**config.mk**
```make
export PLATFORM = sky130hd
export DESIGN_NAME = hd44780_rd
export DESIGN_NICKNAME = d
export VERILOG_FILES = /design/src/rtl/hd44780_rd.sv
export SDC_FILE = /design/constraint.sdc
export NUM_CORES = 1
export LEC_CHECK = 0
export CAP_MARGIN = 20
export CORE_ASPECT_RATIO = 0.75
export CORE_MARGIN = 10
export CORE_UTILIZATION = 50
export DETAILED_ROUTE_END_ITERATION = 6
export PLACE_DENSITY_LB_ADDON = 0.3
export SYNTH_ARGS = -nofsm -noshare
export SYNTH_HDL_FRONTEND = slang
export SYNTH_SLANG_ARGS = --single-unit
```
**constraint.sdc**
```tcl
create_clock -name clkIn -period 2.8 [get_ports clkIn]
set_input_delay 0.28 -clock clkIn [delete_from_list [all_inputs] [get_ports clkIn]]
set_output_delay 0.28 -clock clkIn [all_outputs]
set_load 0.01 [all_outputs]
```
**src/rtl/hd44780_rd.sv**
```systemverilog
// rtl/hd44780_rd.sv - HD44780 read-cycle engine: single BF/AC or data-RAM reads, optional busy-flag polling
module hd44780_rd #(
  parameter int          T_AS     = 3,
  parameter int          T_EH     = 25,
  parameter int          T_AH     = 1,
  parameter int          T_EL     = 24,
  parameter logic [15:0] POLL_MAX = 16'd5000
) (
  input  logic       clkIn,
  input  logic       rstIn_n,
  input  logic       req,
  input  logic       rs_sel,
  input  logic       poll,
  output logic       active,
  output logic       done,
  output logic       timeout,
  output logic [7:0] rdata,
  output logic       lcd_e,
  output logic       lcd_rs,
  output logic       lcd_rw,
  input  logic [7:0] lcd_db_in
);

  typedef enum logic [2:0] {IDLE, SETUP, EHIGH, HOLD, RECOVER} state_t;

  localparam logic [15:0] AS_LAST = 16'(T_AS - 1);
  localparam logic [15:0] EH_LAST = 16'(T_EH - 1);
  localparam logic [15:0] AH_LAST = 16'(T_AH - 1);
  localparam logic [15:0] EL_LAST = 16'(T_EL - 1);

  state_t      state_q, state_d;
  logic [15:0] tmr_q, tmr_d;
  logic [15:0] pcnt_q, pcnt_d;
  logic        rs_q, rs_d;
  logic        poll_q, poll_d;
  logic [7:0]  rdata_q, rdata_d;
  logic        active_q, active_d;
  logic        done_q, done_d;
  logic        timeout_q, timeout_d;
  logic        e_q, e_d;
  logic        lrs_q, lrs_d;
  logic        rw_q, rw_d;

  always_comb begin
    state_d   = state_q;
    tmr_d     = tmr_q + 16'd1;
    pcnt_d    = pcnt_q;
    rs_d      = rs_q;
    poll_d    = poll_q;
    rdata_d   = rdata_q;
    done_d    = 1'b0;
    timeout_d = 1'b0;
    case (state_q)
      IDLE: begin
        tmr_d = 16'd0;
        // The done cycle still belongs to the finishing transaction, so req is not taken then.
        if (req && !done_q) begin
          rs_d    = rs_sel;
          poll_d  = poll & ~rs_sel;
          pcnt_d  = 16'd0;
          state_d = SETUP;
        end
      end
      SETUP: begin
        if (tmr_q == AS_LAST) begin
          tmr_d   = 16'd0;
          state_d = EHIGH;
        end
      end
      EHIGH: begin
        if (tmr_q == EH_LAST) begin
          rdata_d = lcd_db_in;
          if (pcnt_q != POLL_MAX) pcnt_d = pcnt_q + 16'd1;
          tmr_d   = 16'd0;
          state_d = HOLD;
        end
      end
      HOLD: begin
        if (tmr_q == AH_LAST) begin
          tmr_d   = 16'd0;
          state_d = RECOVER;
        end
      end
      RECOVER: begin
        if (tmr_q == EL_LAST) begin
          tmr_d = 16'd0;
          if (poll_q && rdata_q[7] && (pcnt_q < POLL_MAX)) begin
            state_d = SETUP;
          end else begin
            state_d   = IDLE;
            done_d    = 1'b1;
            timeout_d = poll_q & rdata_q[7] & (pcnt_q == POLL_MAX);
          end
        end
      end
      default: state_d = IDLE;
    endcase
    // Pin drivers are registered from the next state so they change cleanly on the clock edge.
    active_d = (state_d != IDLE);
    e_d      = (state_d == EHIGH);
    lrs_d    = active_d & rs_d;
    rw_d     = active_d;
  end

  always_ff @(posedge clkIn) begin
    if (!rstIn_n) begin
      state_q   <= IDLE;
      tmr_q     <= 16'd0;
      pcnt_q    <= 16'd0;
      rs_q      <= 1'b0;
      poll_q    <= 1'b0;
      rdata_q   <= 8'h00;
      active_q  <= 1'b0;
      done_q    <= 1'b0;
      timeout_q <= 1'b0;
      e_q       <= 1'b0;
      lrs_q     <= 1'b0;
      rw_q      <= 1'b0;
    end else begin
      state_q   <= state_d;
      tmr_q     <= tmr_d;
      pcnt_q    <= pcnt_d;
      rs_q      <= rs_d;
      poll_q    <= poll_d;
      rdata_q   <= rdata_d;
      active_q  <= active_d;
      done_q    <= done_d;
      timeout_q <= timeout_d;
      e_q       <= e_d;
      lrs_q     <= lrs_d;
      rw_q      <= rw_d;
    end
  end

  assign active  = active_q;
  assign done    = done_q;
  assign timeout = timeout_q;
  assign rdata   = rdata_q;
  assign lcd_e   = e_q;
  assign lcd_rs  = lrs_q;
  assign lcd_rw  = rw_q;

endmodule

```
### Yosys cells after proc, flatten, opt, wreduce, memory -nomap -nowiden

Cells that the tools add are included.

| storage, ports and cells | value |
|---|---|
| bits in registers | 50 |
| latch bits | 0 |
| bits in writable memories | 0 |
| memory bits (read-only) | 0 |
| bits of input ports | 13 |
| output and inout bits | 14 |
| memories kept | 0 |

| operators by class | value |
|---|---|
| $add $sub $neg | 2 |
| multiply operators | 0 |
| div/mod/pow operators | 0 |
| $lt $le $gt $ge | 1 |
| equal/unequal tests | 13 |
| shift operators | 0 |
| multiplexer cells | 19 |
| bitwise gates (word level) | 8 |
| reductions and logical operators | 13 |

Operator list:

| operator | count |
|---|---|
| $mux W16 | 7 |
| $pmux W16 S5 | 1 |
| $add A16 B1 Y16 const B | 2 |
| $eq A16 B5 Y1 const B | 2 |
| $pmux W16 S2 | 1 |
| $eq A16 B13 Y1 const B | 1 |
| $eq A16 B2 Y1 const B | 1 |
| $logic_not A16 Y1 | 1 |
| $lt A16 B13 Y1 const B | 1 |
| $ne A16 B13 Y1 const B | 1 |
| $mux W3 | 5 |
| $pmux W3 S5 | 1 |
| $eq A3 B2 Y1 const B | 3 |
| $ne A2 B2 Y1 const B | 3 |
| $and A1 B1 Y1 | 4 |
| $mux W1 | 4 |
| $not A1 Y1 | 4 |
| $reduce_and A2 Y1 | 2 |
| $reduce_and A4 Y1 | 1 |
| $reduce_or A4 Y1 | 1 |
| $eq A3 B1 Y1 const B | 1 |
| $eq A3 B3 Y1 const B | 1 |
| $logic_and A1 B1 Y1 | 3 |
| $logic_not A3 Y1 | 1 |
| other kinds (4) | 4 |

### Depth between registers and ports, before layout

| depth | value |
|---|---|
| depth in word-level cells | 7 |
| mapped depth | 9 |
| mapped depth without buffers | 7 |

### Worst setup path after synthesis

No wires, ideal clock.

| timing | value |
|---|---|
| path kind | register -> register |
| start | reg tmr_q[2] |
| end | reg tmr_q[15] |
| setup time | 115 ps |
| data arrival time | 1783 ps |
| required time | 2685 ps |
| setup slack | 902 ps |
| cell stages (with the launch flop) | 8 |
| path buffers | 2 |
| period minus slack after synthesis | 1898 ps |
| cell sequence | dfxtp_1 -> buf_6 -> or4_4 -> nor2_1 -> a311oi_1 -> o31ai_4 -> buf_6 -> nor2_2 |

| between the ends | value |
|---|---|
| cells in the longest elaborated chain, start to end | 3 |

RTL lines:

| what | RTL line | RTL |
|---|---|---|
| start, declared | 32 | `logic [15:0] tmr_q, tmr_d;` |
| start signal, assigned | 121 | `tmr_q <= tmr_d;` |
| $add A16 B1 Y16, or another cell as far along | 46 | `tmr_d = tmr_q + 16'd1;` |
| $mux W16, on equally long branches | - |  |
| $pmux W16 S5 * | 53 | `case (state_q)` |

Mark *: on every way between the ends. The rest lies on a longest branch, timed or not.
A chain may end at the register's enable or synchronous reset.

### Worst setup path in the final report

| timing | value |
|---|---|
| start | reg tmr_q[12] |
| end | reg pcnt_q[14] |

| between the ends | value |
|---|---|
| cells in the longest elaborated chain, start to end | 3 |

RTL lines:

| what | RTL line | RTL |
|---|---|---|
| $eq A16 B5 Y1 | 71 | `if (tmr_q == EH_LAST) begin` |
| $ne A2 B2 Y1 (no line) | - |  |
| $reduce_and A4 Y1 (no line) | - |  |
| end signal, assigned | 122 | `pcnt_q <= pcnt_d;` |
| end, declared | 33 | `logic [15:0] pcnt_q, pcnt_d;` |

Every way passes these cells.

==> results.cfg <==
[floorplan]
die_area_sq_um = 8460
std_cell_rows = 22
design.core.area_sq_um = 4950
io_pins = 27
die_h_um = 82.2
start_util_pct = 52.1
die_w_um = 103

[yosys]
syn_avg_cell_area_sq_um = 8.78
yosys.area.top_type_share_pct = 38.8
synth-seq-cells = 50
synth_nets = 312
synth_top_cell_by_area = dfxtp_1
synth_edf_count = 0
syn_inst = 294
synth-async-reset-ratio_pct = 0
synth_area_leaders = dfxtp_1 (39%), mux2i_1 (5.0%), nor2_1 (4.1%)
netlist_area_sq_um = 2580
yosysSeqAreaShare_pct = 38.8
yosysWarnings = 0
ys_types = 52
ys.flop_type = dfxtp_1

[setup_path]
critPathTopFamily = simple AND/OR/NAND/NOR gates
slowest_delay_ns = 0.58
cp_slowest_cell = or4_1
cp.required_ns = 3.02
start_kind = flip-flop
worstPathArrival_ns = 2.45
setup.worst_path.class = flip-flop to flip-flop
cp_max_fo = 20
cp_cell_sequence = nor4_2 > and4_1 > o211ai_2 > or4_1 > a21oi_1
cp_num_buf_inv = 0
endpoint_kind = flip-flop

[drt]
viasPerCell = 5.84
ant_nets = 0
wl_per_cell_um = 15.3
routed_wl_um = 5710
drt_iter0_markers = 185
first_pass_iters = 5
drc = 0
dr_total_vias = 2180

[job]
drv_cap = 0

[sta]
fin_crit_ns = 2.22
max_freq_ghz = 0.450
setup_viol = 0
hold_viol_final = 0
whs_ns = 0.484
period_share_pct = 79.4
rsz0062_at_grt = no
slew_viol_final = 0
skew_ns = 0.00436
worstMarginPinSlew_ns = 0.771
relSlewSlack_pct = 48.5
fin_setup_tns_ns = 0

[cts]
ctsResizeCount = 0
cts.htree.levels = 2
cts_sinks = 50
cts.path.max_buffers = 2
postCtsSetupBuffers = 0
cts_root_buf = clkbuf_8
cts.clk_slew.worst_paths_ns = 0.09
cts_hold_buf = 0
clkLatencyLatePin_ns = 0.30
numCtsBuffers = 5
cts_tree = done

[global_routing]
overflow = 0
grt_pass1_vias = 1961
grt_max_degree = 21
grt_pass1_wl_um = 9560
track_usage_pct = 13.8
antenna_found_initial = 0

[pwr]
irDropWorstVdd_mv = 0.216
power_density_nw_per_um2 = 425
power_mw = 1.24
power_leakage_nw = 0.963

[placement]
place_congestion = 0.891
post-dp-hpwl_um = 4180
io_buffers = 26

[cells_and_area]
diodes = 0
drive_above_1_share_pct = 10.9
nNetsFinal = 330
syn2layout_area_growth_pct = 13.5

[min_path]
holdCritPathClass = flip-flop to flip-flop

[outcome]
status = finished clean
## layout make-up
type                            count  area [sq um]
Fill cell                         462          2030
Clock buffer                        7          86.3
Tap cell                           60          75.1
Inverter                           13          48.8
Sequential cell                    50          1000
Multi-Input combinational cell    214          1440
Timing Repair Buffer               28           275
Clock inverter                      1          5.00
## sequential cells by signal, summed over array words and instances, names as in the netlist
register,flops
rs_q,1
done,1
lcd_e,1
poll_q,1
state_q,3
tmr_q,16
timeout,1
rdata,8
pcnt_q,16
lcd_rw,1
lcd_rs,1
## cell families (layout without fill, tap and decap cells)
logic type	after synthesis	in the layout	share of synthesized area, %
simple gates	136	136	30.7
flops	50	50	38.8
compound gates	46	46	12.7
buf+inv	30	49	5.53
xor+xnor	14	14	4.75
mux	13	13	5.04
fa+ha+maj	5	5	2.42
## report_power, final
group,total [mW],internal [mW],switching (mW)
sequential,0.721,0.717,0.00454
clock,0.433,0.200,0.233
combinational,0.0884,0.0393,0.0491
## path summary, 6_finish.rpt
check                           from  slack [ns]  cells past startpoint                       to
max             tmr_q[12]$_SDFF_PN0_        0.58                      5  pcnt_q[14]$_SDFFE_PN0P_
max reg2reg     tmr_q[12]$_SDFF_PN0_        0.58                      5  pcnt_q[14]$_SDFFE_PN0P_
min reg2reg  pcnt_q[15]$_SDFFE_PN0P_        0.48                      2  pcnt_q[15]$_SDFFE_PN0P_
min          pcnt_q[15]$_SDFFE_PN0P_        0.48                      2  pcnt_q[15]$_SDFFE_PN0P_
## metrics by stage
stage | cell area (sq um) | instances | worst slack, ns | util, %
2_1_floorplan | 2580 | 294 | 0.902 | -
3_3_place_gp | 2840 | 365 | 0.668 | 57.2
3_5_place_dp | 2840 | 365 | 0.609 | 57.2
4_1_cts | 2930 | 373 | 0.587 | 59.1
5_1_grt | 2930 | 373 | 0.369 | 59.1
6_report | 2930 | 373 | 0.576 | 59.1
## tightest hold or removal path: stages, from the launching register on
cell and delay, ns:
dfxtp_1 0.33, nand2_1 0.06, mux2i_1 0.05
## cells in the final DEF, fill, tap and decap left out, types with 3 or more instances in the layout
cell type,count
xor2_1,7
nand4_1,8
xnor2_1,7
nand2_1,22
o21ai_1,3
mux2i_1,13
o21ai_0,6
dfxtp_1,50
nor3_1,4
o31ai_1,4
or4_4,3
nor2_2,11
clkdlybuf4s50_1,26
clkbuf_8,6
and4_1,6
and4b_1,3
a2111o_1,4
or2_2,3
inv_1,12
and3_1,7
nor2_1,28
nand3_1,16
or4_1,4
nor4_1,3
o2111ai_1,3
a21oi_1,15
ha_1,5
## layer usage
layer | wire (um) | track usage [%]
met4 | 23 | 2.08
met5 | 0 | 0
met3 | 483 | 5.31
met1 | 2930 | 20.5
met2 | 2270 | 18.4
## synth_stat cells, types with 2 or more instances
cell type  count
o2111ai_1      3
nor2b_1        2
nand3_1       16
mux2i_1       13
buf_6          3
or4_4          3
nand4_1        8
and4b_1        3
o21ai_1        3
or2_2          3
a41oi_1        2
or4_1          4
nor3_1         4
o31ai_1        4
o21ai_0        6
clkbuf_1       9
inv_1         12
nor4_2         2
nor2_1        28
xor2_1         7
buf_2          3
a21oi_1       15
nand2_1       22
xnor2_1        7
dfxtp_1       50
nor2_2        11
ha_1           5
and4_1         6
a2111o_1       4
a211oi_1       2
o31a_1         2
nor3b_1        2
nor4_1         3
or3_1          2
and2_1         2
and3_1         7
No activity file was read; power rests on OpenSTA's default activity.
